$ cat src/rtl/i2c_pkg.sv
// Shared types and constants for the write-only I2C target receiver.
package i2c_pkg;

   typedef enum logic [2:0] {
      StIdle,
      StAddr,
      StAddrAck,
      StData,
      StDataAck,
      StIgnore
   } i2c_state_e;

   localparam logic I2C_WRITE = 1'b0;

endpackage

$ cat src/rtl/i2c_line_filter.sv
// Two-flop synchroniser plus counting glitch filter for one open-drain I2C line.
// Emits the filtered level and one-cycle rise/fall pulses aligned to level changes.
module i2c_line_filter #(
   parameter int unsigned FILT_LEN = 4
) (
   input  logic clk,
   input  logic rst_n,
   input  logic line_in,
   output logic level,
   output logic rise,
   output logic fall
);

   localparam logic [3:0] CntLast = 4'(FILT_LEN - 1);

   logic       sync1_q, sync2_q;
   logic       level_q, level_d;
   logic       rise_q, rise_d;
   logic       fall_q, fall_d;
   logic [3:0] cnt_q, cnt_d;

   // Any sample equal to the current level restarts the run count.
   always_comb begin
      level_d = level_q;
      cnt_d   = 4'd0;
      rise_d  = 1'b0;
      fall_d  = 1'b0;
      if (sync2_q != level_q) begin
         if (cnt_q == CntLast) begin
            level_d = sync2_q;
            rise_d  = sync2_q;
            fall_d  = ~sync2_q;
         end else begin
            cnt_d = cnt_q + 4'd1;
         end
      end
   end

   always_ff @(posedge clk) begin
      if (!rst_n) begin
         sync1_q <= 1'b1;
         sync2_q <= 1'b1;
         level_q <= 1'b1;
         cnt_q   <= 4'd0;
         rise_q  <= 1'b0;
         fall_q  <= 1'b0;
      end else begin
         sync1_q <= line_in;
         sync2_q <= sync1_q;
         level_q <= level_d;
         cnt_q   <= cnt_d;
         rise_q  <= rise_d;
         fall_q  <= fall_d;
      end
   end

   assign level = level_q;
   assign rise  = rise_q;
   assign fall  = fall_q;

endmodule

$ cat src/rtl/i2c_target_rx.sv
// Write-only I2C target: detects START/STOP, matches a 7-bit address, ACKs bytes
// and presents each accepted data byte as a one-cycle rx_valid pulse.
module i2c_target_rx
   import i2c_pkg::*;
#(
   parameter logic [6:0]  ADDR     = 7'h28,
   parameter int unsigned FILT_LEN = 4
) (
   input  logic       clk,
   input  logic       rst_n,
   input  logic       scl_in,
   input  logic       sda_in,
   output logic       sda_oe,
   input  logic       rx_ready,
   output logic [7:0] rx_data,
   output logic       rx_valid,
   output logic       rx_first,
   output logic       start_det,
   output logic       stop_det,
   output logic       busy
);

   logic scl_lvl, scl_rise, scl_fall;
   logic sda_lvl, sda_rise, sda_fall;

   i2c_line_filter #(.FILT_LEN(FILT_LEN)) u_scl_filt (
      .clk     (clk),
      .rst_n   (rst_n),
      .line_in (scl_in),
      .level   (scl_lvl),
      .rise    (scl_rise),
      .fall    (scl_fall)
   );

   i2c_line_filter #(.FILT_LEN(FILT_LEN)) u_sda_filt (
      .clk     (clk),
      .rst_n   (rst_n),
      .line_in (sda_in),
      .level   (sda_lvl),
      .rise    (sda_rise),
      .fall    (sda_fall)
   );

   i2c_state_e state_q, state_d;
   logic [2:0] bit_cnt_q, bit_cnt_d;
   logic [7:0] shift_q, shift_d;
   logic [7:0] rx_data_q, rx_data_d;
   logic       first_q, first_d;
   logic       ack_phase_q, ack_phase_d;
   logic       sda_oe_q, sda_oe_d;
   logic       rx_valid_q, rx_valid_d;
   logic       rx_first_q, rx_first_d;
   logic       start_q, start_d;
   logic       stop_q, stop_d;
   logic       busy_q, busy_d;

   logic [7:0] byte_in;
   logic       addr_match;

   assign byte_in    = {shift_q[6:0], sda_lvl};
   assign addr_match = (byte_in[7:1] == ADDR) && (byte_in[0] == I2C_WRITE);

   always_comb begin
      state_d     = state_q;
      bit_cnt_d   = bit_cnt_q;
      shift_d     = shift_q;
      rx_data_d   = rx_data_q;
      first_d     = first_q;
      ack_phase_d = ack_phase_q;
      sda_oe_d    = sda_oe_q;
      busy_d      = busy_q;
      rx_valid_d  = 1'b0;
      rx_first_d  = 1'b0;
      start_d     = 1'b0;
      stop_d      = 1'b0;

      // START/STOP outrank any coincident scl edge.
      if (scl_lvl && sda_fall) begin
         start_d     = 1'b1;
         busy_d      = 1'b1;
         bit_cnt_d   = 3'd0;
         ack_phase_d = 1'b0;
         sda_oe_d    = 1'b0;
         state_d     = StAddr;
      end else if (scl_lvl && sda_rise) begin
         stop_d   = 1'b1;
         busy_d   = 1'b0;
         sda_oe_d = 1'b0;
         state_d  = StIdle;
      end else begin
         unique case (state_q)
            StAddr, StData: begin
               if (scl_rise) begin
                  shift_d   = byte_in;
                  bit_cnt_d = bit_cnt_q + 3'd1;
                  if (bit_cnt_q == 3'd7) begin
                     ack_phase_d = 1'b0;
                     if (state_q == StData)  state_d = StDataAck;
                     else if (addr_match)    state_d = StAddrAck;
                     else                    state_d = StIgnore;
                  end
               end
            end
            StAddrAck: begin
               if (scl_fall) begin
                  if (!ack_phase_q) begin
                     ack_phase_d = 1'b1;
                     sda_oe_d    = 1'b1;
                  end else begin
                     ack_phase_d = 1'b0;
                     sda_oe_d    = 1'b0;
                     first_d     = 1'b1;
                     bit_cnt_d   = 3'd0;
                     state_d     = StData;
                  end
               end
            end
            StDataAck: begin
               if (scl_fall) begin
                  if (!ack_phase_q) begin
                     ack_phase_d = 1'b1;
                     if (rx_ready) begin
                        sda_oe_d   = 1'b1;
                        rx_data_d  = shift_q;
                        rx_valid_d = 1'b1;
                        rx_first_d = first_q;
                        first_d    = 1'b0;
                     end
                  end else begin
                     // sda_oe_q still records whether this byte was ACKed.
                     ack_phase_d = 1'b0;
                     sda_oe_d    = 1'b0;
                     bit_cnt_d   = 3'd0;
                     state_d     = sda_oe_q ? StData : StIgnore;
                  end
               end
            end
            default: sda_oe_d = 1'b0;
         endcase
      end
   end

   always_ff @(posedge clk) begin
      if (!rst_n) begin
         state_q     <= StIdle;
         bit_cnt_q   <= 3'd0;
         shift_q     <= 8'd0;
         rx_data_q   <= 8'd0;
         first_q     <= 1'b0;
         ack_phase_q <= 1'b0;
         sda_oe_q    <= 1'b0;
         rx_valid_q  <= 1'b0;
         rx_first_q  <= 1'b0;
         start_q     <= 1'b0;
         stop_q      <= 1'b0;
         busy_q      <= 1'b0;
      end else begin
         state_q     <= state_d;
         bit_cnt_q   <= bit_cnt_d;
         shift_q     <= shift_d;
         rx_data_q   <= rx_data_d;
         first_q     <= first_d;
         ack_phase_q <= ack_phase_d;
         sda_oe_q    <= sda_oe_d;
         rx_valid_q  <= rx_valid_d;
         rx_first_q  <= rx_first_d;
         start_q     <= start_d;
         stop_q      <= stop_d;
         busy_q      <= busy_d;
      end
   end

   assign sda_oe    = sda_oe_q;
   assign rx_data   = rx_data_q;
   assign rx_valid  = rx_valid_q;
   assign rx_first  = rx_first_q;
   assign start_det = start_q;
   assign stop_det  = stop_q;
   assign busy      = busy_q;

endmodule

$ cat config.mk
export PLATFORM = sky130hd
export DESIGN_NAME = i2c_target_rx
export DESIGN_NICKNAME = d
export VERILOG_FILES = /design/src/rtl/i2c_pkg.sv /design/src/rtl/i2c_line_filter.sv /design/src/rtl/i2c_target_rx.sv
export SDC_FILE = /design/constraint.sdc
export NUM_CORES = 1
export LEC_CHECK = 0
export CAP_MARGIN = 30
export CELL_PAD_IN_SITES_DETAIL_PLACEMENT = 1
export CELL_PAD_IN_SITES_GLOBAL_PLACEMENT = 1
export CORE_MARGIN = 8
export CORE_UTILIZATION = 43
export DETAILED_ROUTE_END_ITERATION = 10
export GPL_TIMING_DRIVEN = 0
export MAX_ROUTING_LAYER = met4
export PLACE_DENSITY = 0.74
export SLEW_MARGIN = 20
export SYNTH_ARGS = -nofsm -noshare
export SYNTH_HDL_FRONTEND = slang
export SYNTH_SLANG_ARGS = --single-unit
export TNS_END_PERCENT = 10
$ cat constraint.sdc
create_clock -name clk -period 1.9 [get_ports clk]
set_input_delay 0.38 -clock clk [delete_from_list [all_inputs] [get_ports clk]]
set_output_delay 0.38 -clock clk [all_outputs]
set_load 0.02 [all_outputs]
After elaboration in Yosys (flattened, before gate mapping)
Index checks and enable logic that the tools add are counted.

Eq/ne operators: 27. Mux-type cells: 36. Reduce and logical (&&, ||, !) cells: 28. Add/subtract/negate cells: 3. Bitwise logic cells: 13.

Operators with widths (count): 2-to-1 mux 3 bit (12); 2-to-1 mux 1 bit (19); AND reduction 7 bit (2); inverter 1 bit (13); inequality test 4 x 3 -> 1 bit (second input constant) (3); inequality test 4 bit (second input constant) (3); inequality test 2 x 1 -> 1 bit (second input constant) (5); inequality test 2 bit (second input constant) (5); AND reduction 5 bit (2); one-hot mux 3 bit (3 select lines) (1); OR reduction 3 bit (3); adder 4 x 1 -> 4 bit (second input constant) (2); == test 4 x 2 -> 1 bit (second input constant) (2); AND reduction 4 bit (2); AND reduction 8 bit (1); == test 7 x 6 -> 1 bit (second input constant) (1); OR reduction 7 bit (1); == test 3 x 2 -> 1 bit (second input constant) (2); == test 3 bit (second input constant) (2); one-hot mux 3 bit (2 select lines) (1); AND reduction 3 bit (2); AND reduction 6 bit (1); nonzero test 2 bit (3); OR reduction 2 bit (3); other kinds (11) (16).

Input bits: 5. Register bits: 48. Word-level logic and storage cells: 132. Output and inout port bits: 14.

Logic depth before layout (Yosys ltp)
Word-level depth: 9. Mapped depth: 6. Depth with buffers taken out: 5.

Cells and area by module
From an unflattened synthesis, not the netlist that was laid out.

Cell total of the unflattened synthesis: 206. Area, all modules: 2073.2 µm².

Modules (own cells, without submodules): i2c_target_rx (area an instance 1420.1 µm², sequential area each 600.6 µm², cells each 150, instances 1); i2c_line_filter (area an instance 326.6 µm², sequential area each 180.2 µm², cells each 28, instances 2).

Worst setup path after synthesis
Ideal clock, no wire load.

Kind: flip-flop to flip-flop. From: reg state_q[1]. To: reg ack_phase_q. Period minus slack after synthesis: 1339 ps. Data required time: 1833 ps. Path buffers: 1. Cell stages (with the launch flop): 6. Setup time: 67 ps. Data arrival time: 1272 ps. Path slack: 561 ps. Cell sequence: dfxtp_1 > buf_4 > xor2_2 > nor3b_2 > or3b_1 > a21oi_2.

Longest elaborated chain between the ends: 4. Elaborated cells between the ends (all ways): 12. Classes of those cells: eq/ne: 7; mux: 1; reduce/logical: 4.

Ends and longest elaborated chain: from (decl) (RTL line i2c_target_rx.sv:44) `i2c_state_e state_q, state_d;`; from (signal assigned) (RTL line i2c_target_rx.sv:145) `state_q <= StIdle;`; from (signal assigned) (RTL line i2c_target_rx.sv:158) `state_q <= state_d;`; == test 3 bit (tied with other cells) (RTL line i2c_target_rx.sv:91) `unique case (state_q)`; OR reduction 2 bit, on equally long branches; inequality test 2 x 1 -> 1 bit (no source line) (tied with other cells); AND reduction 5 bit (no source line); to (signal assigned) (RTL line i2c_target_rx.sv:163) `ack_phase_q <= ack_phase_d;`; to (decl) (RTL line i2c_target_rx.sv:49) `logic ack_phase_q, ack_phase_d;`.

Several ways; a longest one is shown, not always the timed one. A chain may end at the register's enable or synchronous reset.

Final worst setup path
From: reg sda_oe_q, in the netlist sda_oe. To: out sda_oe.

RTL lines: from (decl) (RTL line i2c_target_rx.sv:50) `logic sda_oe_q, sda_oe_d;`; from (signal assigned) (RTL line i2c_target_rx.sv:164) `sda_oe_q <= sda_oe_d;`; to (decl) (RTL line i2c_target_rx.sv:13) `output logic sda_oe,`.

No word-level cell between the ends.

==> impl_metrics.toml <==
[grt]
grt_usage_pct = 13.94
grt_pass1_vias = 1717
overflow = 0
grt_max_degree = 15
antenna_found_initial = 0
grt_pass1_wl_um = 7976

[clocking]
numCtsBuffers = 5
h-tree-depth = 2
cts_resized = 0
clockBufferDepth = 2
ctsHoldBuffers = 0
clk_latency_ns = 0.30
post_cts_buffers = 0
cts_root_buf = "clkbuf_8"
cts.sinks = 48
clk_pin_slew_worst_paths_ns = 0.08
cts_tree = "done"

[place]
io_buffers = 18
finalWeightedCongestion = 0.7729
post-dp-hpwl_um = 3487

[routing]
route.vias.total = 1578
post_drt_wl_per_cell_um = 15.88
drcViolationCount = 0
routed_wl_um = 4638
drt_pass1_iterations = 4
detail-route-antenna-nets = 0
vias_per_cell = 5.404
drt_iter0_drc = 73

[timing]
slew_headroom_pct = 64.22
tightestPinTransition_ns = 0.5352
finalCriticalPeriod_ns = 1.674
slew_viol_final = 0
fin_skew_ns = 0.003648
max_freq_mhz = 597.2
worst_hold_slack_ns = 0.4172
setup_viol = 0
fin_setup_tns_ns = 0
final.period_utilization_pct = 88.12
hold_violations = 0
rsz0062_at_grt = "false"

[setup_path]
endpoint_kind = "output port"
crit_chain = "clkdlybuf4s50_1"
cp_slowest_cell = "clkdlybuf4s50_1"
path_delay_family = "buffers and inverters"
crit_type = "register to output port"
cp.arrival_ns = 1.29
crit_buf_inv = 1
worst_path_largest_cell_delay_ns = 0.62
crit_fanout = 4
cp.required_ns = 1.52
critPathLaunchType = "register"

[logic_synthesis]
ys_types = 42
synth-edff-count = 0
synth_nets = 223
yosysMostFrequentCell = "dfxtp_1"
ys_seq_area_share_pct = 48.79
synth_fa_ha_area_share_pct = 2.541
synth_mux_area_share_pct = 4.574
synth_top_family_by_area = "simple AND/OR/NAND/NOR gates"
ys_ff_latch = 48
yosys.area.top_type = "dfxtp_1"
ys.flop_type = "dfxtp_1"
synth_xor_area_share_pct = 3.494
synth_top_area_share_pct = 48.79
synth-simple-area-share_pct = 25.48
synth_commonest_cells = "48 x dfxtp_1, 26 x nand2_1, 22 x nor2_1"
ys_async_sr_fraction_pct = 0
synth_warnings = 0
synthCells = 214
synth_compound_area_share_pct = 11.94
syn_area_per_cell_um2 = 9.203
synth.area.top_cells = "dfxtp_1 49%, nand2_1 5.0%, mux2i_1 4.6%, nor2_1 4.2%, a21oi_1 4.1%"
netlist_area_mm2 = 0.001969

[hold_path]
holdCritPathClass = "register to register"

[die]
io_pins = 19
dieArea_mm2 = 0.007002
fp.dieH_um = 83.68
dieWidth_um = 83.68
initial_utilization_pct = 44.92
core_area_mm2 = 0.004384
row_count = 24

[power_and_ir_drop]
finalPower_mw = 1.639
ir_drop_uv = 441.3
p_per_area_mw_per_mm2 = 712.7
p_leak_nw = 0.8746

[status]
outcome = "completed"

[finish]
nets = 248
n_antenna_cell = 0
nFillCells = 533
syn2layout_area_growth_pct = 16.77
drive_above_1_share_pct = 8.333

[job]
drv_cap = 0
-- flip-flops by register name (all words and copies together), names as in the netlist, 3 cells and up --
signal,flops
shift_q,8
u_sda_filt.cnt_q,4
state_q,3
rx_data,8
bit_cnt_q,3
u_scl_filt.cnt_q,4
-- cells by family (layout without fill, tap and decap cells) --
logic type / Yosys count / in the layout
and+or+nand+nor: 94 / 94
xor gates and xnor gates: 7 / 7
buffers and inverters: 14 / 40
muxes: 9 / 9
adders and majority gates: 4 / 4
AOI/OAI and AO/OA: 38 / 38
DFF: 48 / 48
-- final cells by class --
cell class	count	area (µm²)	share of cell area, %
Timing Repair Buffer	18	180.2	7.835
Multi-Input combinational cell	152	945.9	41.13
Buffer	10	47.55	2.067
Sequential cell	48	960.9	41.78
Inverter	4	15.01	0.6529
Tap cell	52	65.06	2.829
Clock buffer	7	76.32	3.319
Clock inverter	1	8.758	0.3808
-- worst paths after layout --
| check | cells past startpoint | slack, ns | to | from |
|---|---|---|---|---|
| min reg2reg | 1 | 0.42 | u_scl_filt.sync2_q | u_scl_filt.sync1_q |
| max reg2reg | 6 | 0.24 | shift_q[2] | state_q[0] |
| max | 1 | 0.23 | sda_oe | sda_oe |
| min | 1 | 0.42 | u_scl_filt.sync2_q | u_scl_filt.sync1_q |
-- per-stage QoR --
stage	cells	worst slack, ns	cell area (µm²)	utilization (%)
floorplan	214	0.5611	1969	-
global placement	284	0.1257	2215	50.51
CTS	292	0.2194	2300	52.45
finish	292	0.2257	2300	52.45
global route	292	0.07848	2300	52.45
detailed placement	284	0.05360	2215	50.51
-- power by group --
part	internal, mW	leakage [nW]	total [mW]	switching [mW]
registers	1.01	0.388	1.01	0.00312
clock network	0.263	0.0424	0.591	0.327
logic	0.0138	0.445	0.0351	0.0213
total	1.29	0.875	1.64	0.352
-- routing by layer --
metal,wire length [µm],GRT usage [%],up-vias
met5,0,-,-
met4,54,4.082,0
met3,140,3.711,6
met2,2364,24.07,18
met1,2079,15.26,765
li1,-,-,789
-- cells in the final DEF (no fill, tap or decap), types with 2 or more instances in the layout --
cell and n:
and2_1 3, ha_1 4, xnor2_1 3, nor3b_2 2
nor3_1 3, o21ai_0 7, clkbuf_1 6, nand2_1 26
nor3b_1 4, buf_2 5, clkdlybuf4s50_1 18, nand3_1 12
or3b_1 2, dfxtp_1 48, nand2b_1 6, nand3b_1 2
xor2_1 3, a31oi_1 3, nand4_1 2, clkbuf_8 5
nor4b_2 2, mux2i_1 9, a21oi_1 16, nor2b_1 3
nor2_1 22, a32oi_1 2, inv_1 4
Power figures use the tool's default switching activity.
==> RTL change 1, RTL diff (same settings) <==
Encoding of `i2c_state_e`: now one-hot (6 bits for 6 states).
--- a/src/rtl/i2c_pkg.sv
+++ b/src/rtl/i2c_pkg.sv
@@ -3,9 +3,9 @@
 
-   typedef enum logic [2:0] {
-      StIdle,
-      StAddr,
-      StAddrAck,
-      StData,
-      StDataAck,
-      StIgnore
+   typedef enum logic [5:0] {
+      StIdle    = 6'b000001,
+      StAddr    = 6'b000010,
+      StAddrAck = 6'b000100,
+      StData    = 6'b001000,
+      StDataAck = 6'b010000,
+      StIgnore  = 6'b100000
    } i2c_state_e;
Function: same outputs for any inputs over 10 cycles, from zero or initial values and one cycle with rst_n low; not proved beyond that.
==> RTL change 1 against the original RTL <==
Final area increased by 11%. Combinational power increased by 4%. Total power up 6.2%. Synthesized cell count up 6.5%. Sequential power up 7%. Clock skew up 0.0044 ns. Synthesized area grew 8.2%. Maximum frequency fell by 10%. Global-route usage decreased by 0.73 points. Via count up 6.8%. Setup slack worse by 0.19 ns. Sequential cell count grew 3. Routed wire length decreased by 0.80%. Critical path type is now reg -> reg. Critical endpoint is now state_q[5]$_SDFFE_PP0P_.
==> RTL change 1: results (changes against the original RTL) <==
| Metric | Value |
|---|---|
| Post-synthesis xor/xnor area fraction | `4.521% (+1.0 points)` |
| Outcome | `completed` |
| Worst clock skew | `0.008011 ns (+0.004362 ns)` |
| Clock buffer count | `6 (-1)` |
| GRT Overall Usage | `13.21% (-0.73 points)` |
| Maximum VDD drop | `0.4636 mV (+5.0%)` |
| Buffer share of cell area | `9.725% (-0.18 points)` |
| Internal power | `1.353 mW (+5.1%)` |
| Multi-input combinational area share | `42.63% (+1.5 points)` |
| Max Freq | `0.5360 GHz (-10%)` |
| Setup Fix Bufs, Post-CTS | `1 (+1)` |
| Buffers excl. clock | `29 (+3.6%)` |
| Clock network area share | `3.487% (-0.21 points)` |
| Final Wtd Congestion | `0.8281 (+7.1%)` |
| Origin of the critical flop-to-flop path | `state_q[2]$_SDFFE_PP0P_` |
| Largest net degree at the start of global routing | `17 (+2)` |
| Data arrival, critical path | `2.06 ns (+0.77 ns)` |
| Most area-consuming cells after synthesis | `dfxtp_1 (48%), mux2i_1 (5.2%), a21oi_1 (3.8%)` |
| Post-placement cell area | `2395 µm² (+8.1%)` |
| Crit Path Class | `reg -> reg` |
| Post-synthesis adder-cell area fraction | `2.349% (-0.19 points)` |
| PD cells | `683.1 nW/µm² (-4.2%)` |
| R2R setup slack | `0.03 ns (-0.21 ns)` |
| Synth top cells by count | `dfxtp_1 (51), nor2_1 (19), a21oi_1 (16), nand2_1 (16), nand3_1 (16)` |
| Slew headroom | `55.44% (-8.8 points)` |
| Worst r2r path cells | `5 (-1)` |
| Nets@finish | `263 (+6.0%)` |
| Sequential cell count | `51 (+6.3%)` |
| Share of cells above drive strength 1 | `11.76% (+3.4 points)` |
| Detailed placement HPWL | `3476 µm (-0.30%)` |
| Worst slack on hold paths | `0.4222 ns (+0.004944 ns)` |
[RTL change 1: cell types whose count changed in the layout (fill, tap and decap cells not counted), moves of 3 or more]
cell      change
nand2_1      -10
o21ai_1       +7
buf_2         -5
a31oi_1       -3
clkbuf_2      +3
nand3_1       +3
nor2_1        -3
nor2b_1       -3
or3_4         +3
or4_4         +3
xnor2_1       +3
[RTL change 1: critical path, stage by stage (launching register included)]
cell      delay (ns)
dfxtp_1         0.31
buf_4           0.17
or4_4           0.56
or3_4           0.38
a221oi_2        0.27
nor3_1          0.07
[RTL change 1: metrics by stage]
step	total power [mW]	std cells	TNS, ns	utilization (%)
floorplan	1.120	228	0	-
global placement	1.138	313	-2.565	50.37
detailed placement	1.138	313	-2.398	50.37
CTS	1.768	322	-0.004055	52.82
global route	1.803	322	-0.01151	53.58
finish	1.740	322	0	53.58
[RTL change 1: routing by layer]
metal	GRT usage (%)	part of all wire, %
met3	2.741	3.9
met5	-	0
met2	20.63	45
met4	6.260	1.6
met1	15.91	49
==> RTL change 2, RTL diff (same settings) <==
Made on the original files. Reset style: asynchronous (`rst_n`), changed in 2 clocked blocks.
--- a/src/rtl/i2c_line_filter.sv
+++ b/src/rtl/i2c_line_filter.sv
@@ -38,3 +38,3 @@
 
-   always_ff @(posedge clk) begin
+   always_ff @(posedge clk or negedge rst_n) begin
       if (!rst_n) begin
--- a/src/rtl/i2c_target_rx.sv
+++ b/src/rtl/i2c_target_rx.sv
@@ -142,3 +142,3 @@
 
-   always_ff @(posedge clk) begin
+   always_ff @(posedge clk or negedge rst_n) begin
       if (!rst_n) begin
Function: differs if rst_n is asserted again (counterexample within 10 cycles, from zero or initial values and one cycle with rst_n low); with rst_n held inactive, the same outputs for 10 cycles.
==> RTL change 2 against the original RTL <==
Final area increased by 12%. Synthesized area increased by 10%. Largest cell class unchanged. Maximum frequency decreased by 13%. Critical path depth increased by 4. Sequential cell count unchanged. The flow now finishes with violations (negative setup slack). Utilization decreased by 0.85 points. Critical endpoint is now rx_data[2]$_DFFE_PN0P_. Global-route usage decreased by 0.20 points. Routed wire length increased by 3.1%. Setup slack got worse by 0.24 ns. Synthesized cell count decreased by 14%. Non-clock buffer count decreased by 1. Worst hold slack got worse by 0.058 ns.
Power is not compared: it rests on default switching activity, and its combinational part moved more than twofold at a synthesized area within 25%.
==> RTL change 2: results (changes against the original RTL) <==
| Metric | Value |
|---|---|
| Outcome | `finished with violations` |
| Failing checks | `negative setup slack` |
| Dpl cells | `272 (-4.2%)` |
| Post-synthesis xor/xnor area fraction | `2.021% (-1.5 points)` |
| Slew headroom | `60.01% (-4.2 points)` |
| Most area-consuming cells after synthesis | `dfrtp_1 (48%), dfstp_2 (7.3%), mux2_2 (5.7%)` |
| Fin worst setup slack | `-0.01650 ns (-0.2422 ns)` |
| Cell variety after synth | `46 (+9.5%)` |
| Worst clock skew | `0.008624 ns (+0.004975 ns)` |
| Max FO, Critical Path | `9 (+5)` |
| Crit Path Class | `reg -> reg` |
| GRT Overall Usage | `13.74% (-0.20 points)` |
| First-pass GRT wire length | `7893 µm (-1.0%)` |
| Final Wtd Congestion | `0.8427 (+9.0%)` |
| Sequential element share of the synthesized area | `55.77% (+7.0 points)` |
| Final setup fails | `4 (+4)` |
| R2r endpoint | `rx_data[2]$_DFFE_PN0P_` |
| Synth top cells by count | `dfrtp_1 (42), nand2_1 (19), mux2_2 (11), mux2_4 (8), nor2_1 (8)` |
| Critical path launch point | `u_sda_filt.fall$_DFF_PN0_` |
| Finished Layout Cells | `281 (-3.8%)` |
| Post-synthesis adder-cell area fraction | `2.309% (-0.23 points)` |
| Post-synthesis mux area share | `11.26% (+6.7 points)` |
| Largest net degree at the start of global routing | `35 (+20)` |
| Setup TNS Final | `-0.04154 ns (-0.04154 ns)` |
| Nets@finish | `219 (-12%)` |
| Avg Cell Area, Syn | `11.84 µm² (+29%)` |
| Worst r2r path cells | `5 (-1)` |
| Post-Place Worst Slack | `-0.2399 ns (-0.2935 ns)` |
| Compound-Gate Fraction of Synth Area | `10.97% (-0.97 points)` |
| Syn nets | `192 (-14%)` |
-- RTL change 2: cell types whose count changed after synthesis, moves of 9 or more --
| cell | change |
|---|---|
| a21oi_1 | -11 |
| mux2i_1 | -9 |
| dfxtp_1 | -48 |
| dfrtp_1 | +42 |
| mux2_2 | +11 |
| nor2_1 | -14 |
-- RTL change 2: cell type report --
type                       count  area (µm²)
sequential                    48        1210
tap                           70       87.58
timing repair buffer          20       205.2
buffer                         7       42.54
clock buffer                   6       72.57
clock inverter                 2       12.51
inverter                       6       22.52
fill                         535        2409
multi-input combinational    122       915.9
-- RTL change 2: metal layers --
metal / track usage (%) / wire (µm) / vias to the layer above
met5: - / 0 / -
met4: 4.851 / 35 / 0
met3: 2.736 / 121 / 4
met2: 22.21 / 2458 / 15
met1: 16.69 / 2167 / 776
li1: - / - / 706
-- RTL change 2: logic make-up (layout without fill, tap and decap cells) --
group / after synthesis / after routing
adders and majority gates: 4 / 4
AOI/OAI and AO/OA: 34 / 34
muxes: 19 / 19
xor gates and xnor gates: 5 / 5
DFF: 48 / 48
and+or+nand+nor: 60 / 60
buffers and inverters: 13 / 41
-- RTL change 2: how the worst min path moves through the flow --
stage,from,to,slack [ns],depth (start not counted)
final,u_scl_filt.sync1_q$_DFF_PN1_,u_scl_filt.sync2_q$_DFF_PN1_,0.36,0
after CTS,u_scl_filt.sync1_q$_DFF_PN1_,u_scl_filt.sync2_q$_DFF_PN1_,0.36,0
after global routing,u_scl_filt.sync1_q$_DFF_PN1_,u_scl_filt.sync2_q$_DFF_PN1_,0.36,0
after global placement,u_scl_filt.sync1_q$_DFF_PN1_,u_scl_filt.sync2_q$_DFF_PN1_,0.35,0
after detailed placement,rst_n,state_q[2]$_DFFE_PN0P_,0.32,1
after floorplan,rst_n,ack_phase_q$_DFFE_PN0P_,0.08,0
-- RTL change 2: what timing repair did --
item                       in CTS  in global routing
gates resized for setup         5                  6
pin swaps                       2                  0
gates cloned                    0                  0
hold buffers                    1                  0
setup endpoints to repair      19                 18
hold endpoints to repair       12                  0
-- RTL change 2: worst max-delay path, stage by stage (launching register included) --
cell and delay, ns:
dfrtp_1 0.44, o21a_1 0.23, or4_4 0.43, or2_1 0.23, buf_6 0.16, mux2_4 0.30
-- RTL change 2: power breakdown --
part,leakage [nW],internal (mW),switching [mW]
Clock,0.0412,0.257,0.322
Sequential,0.641,1.14,0.0845
Combinational,0.499,0.196,0.268
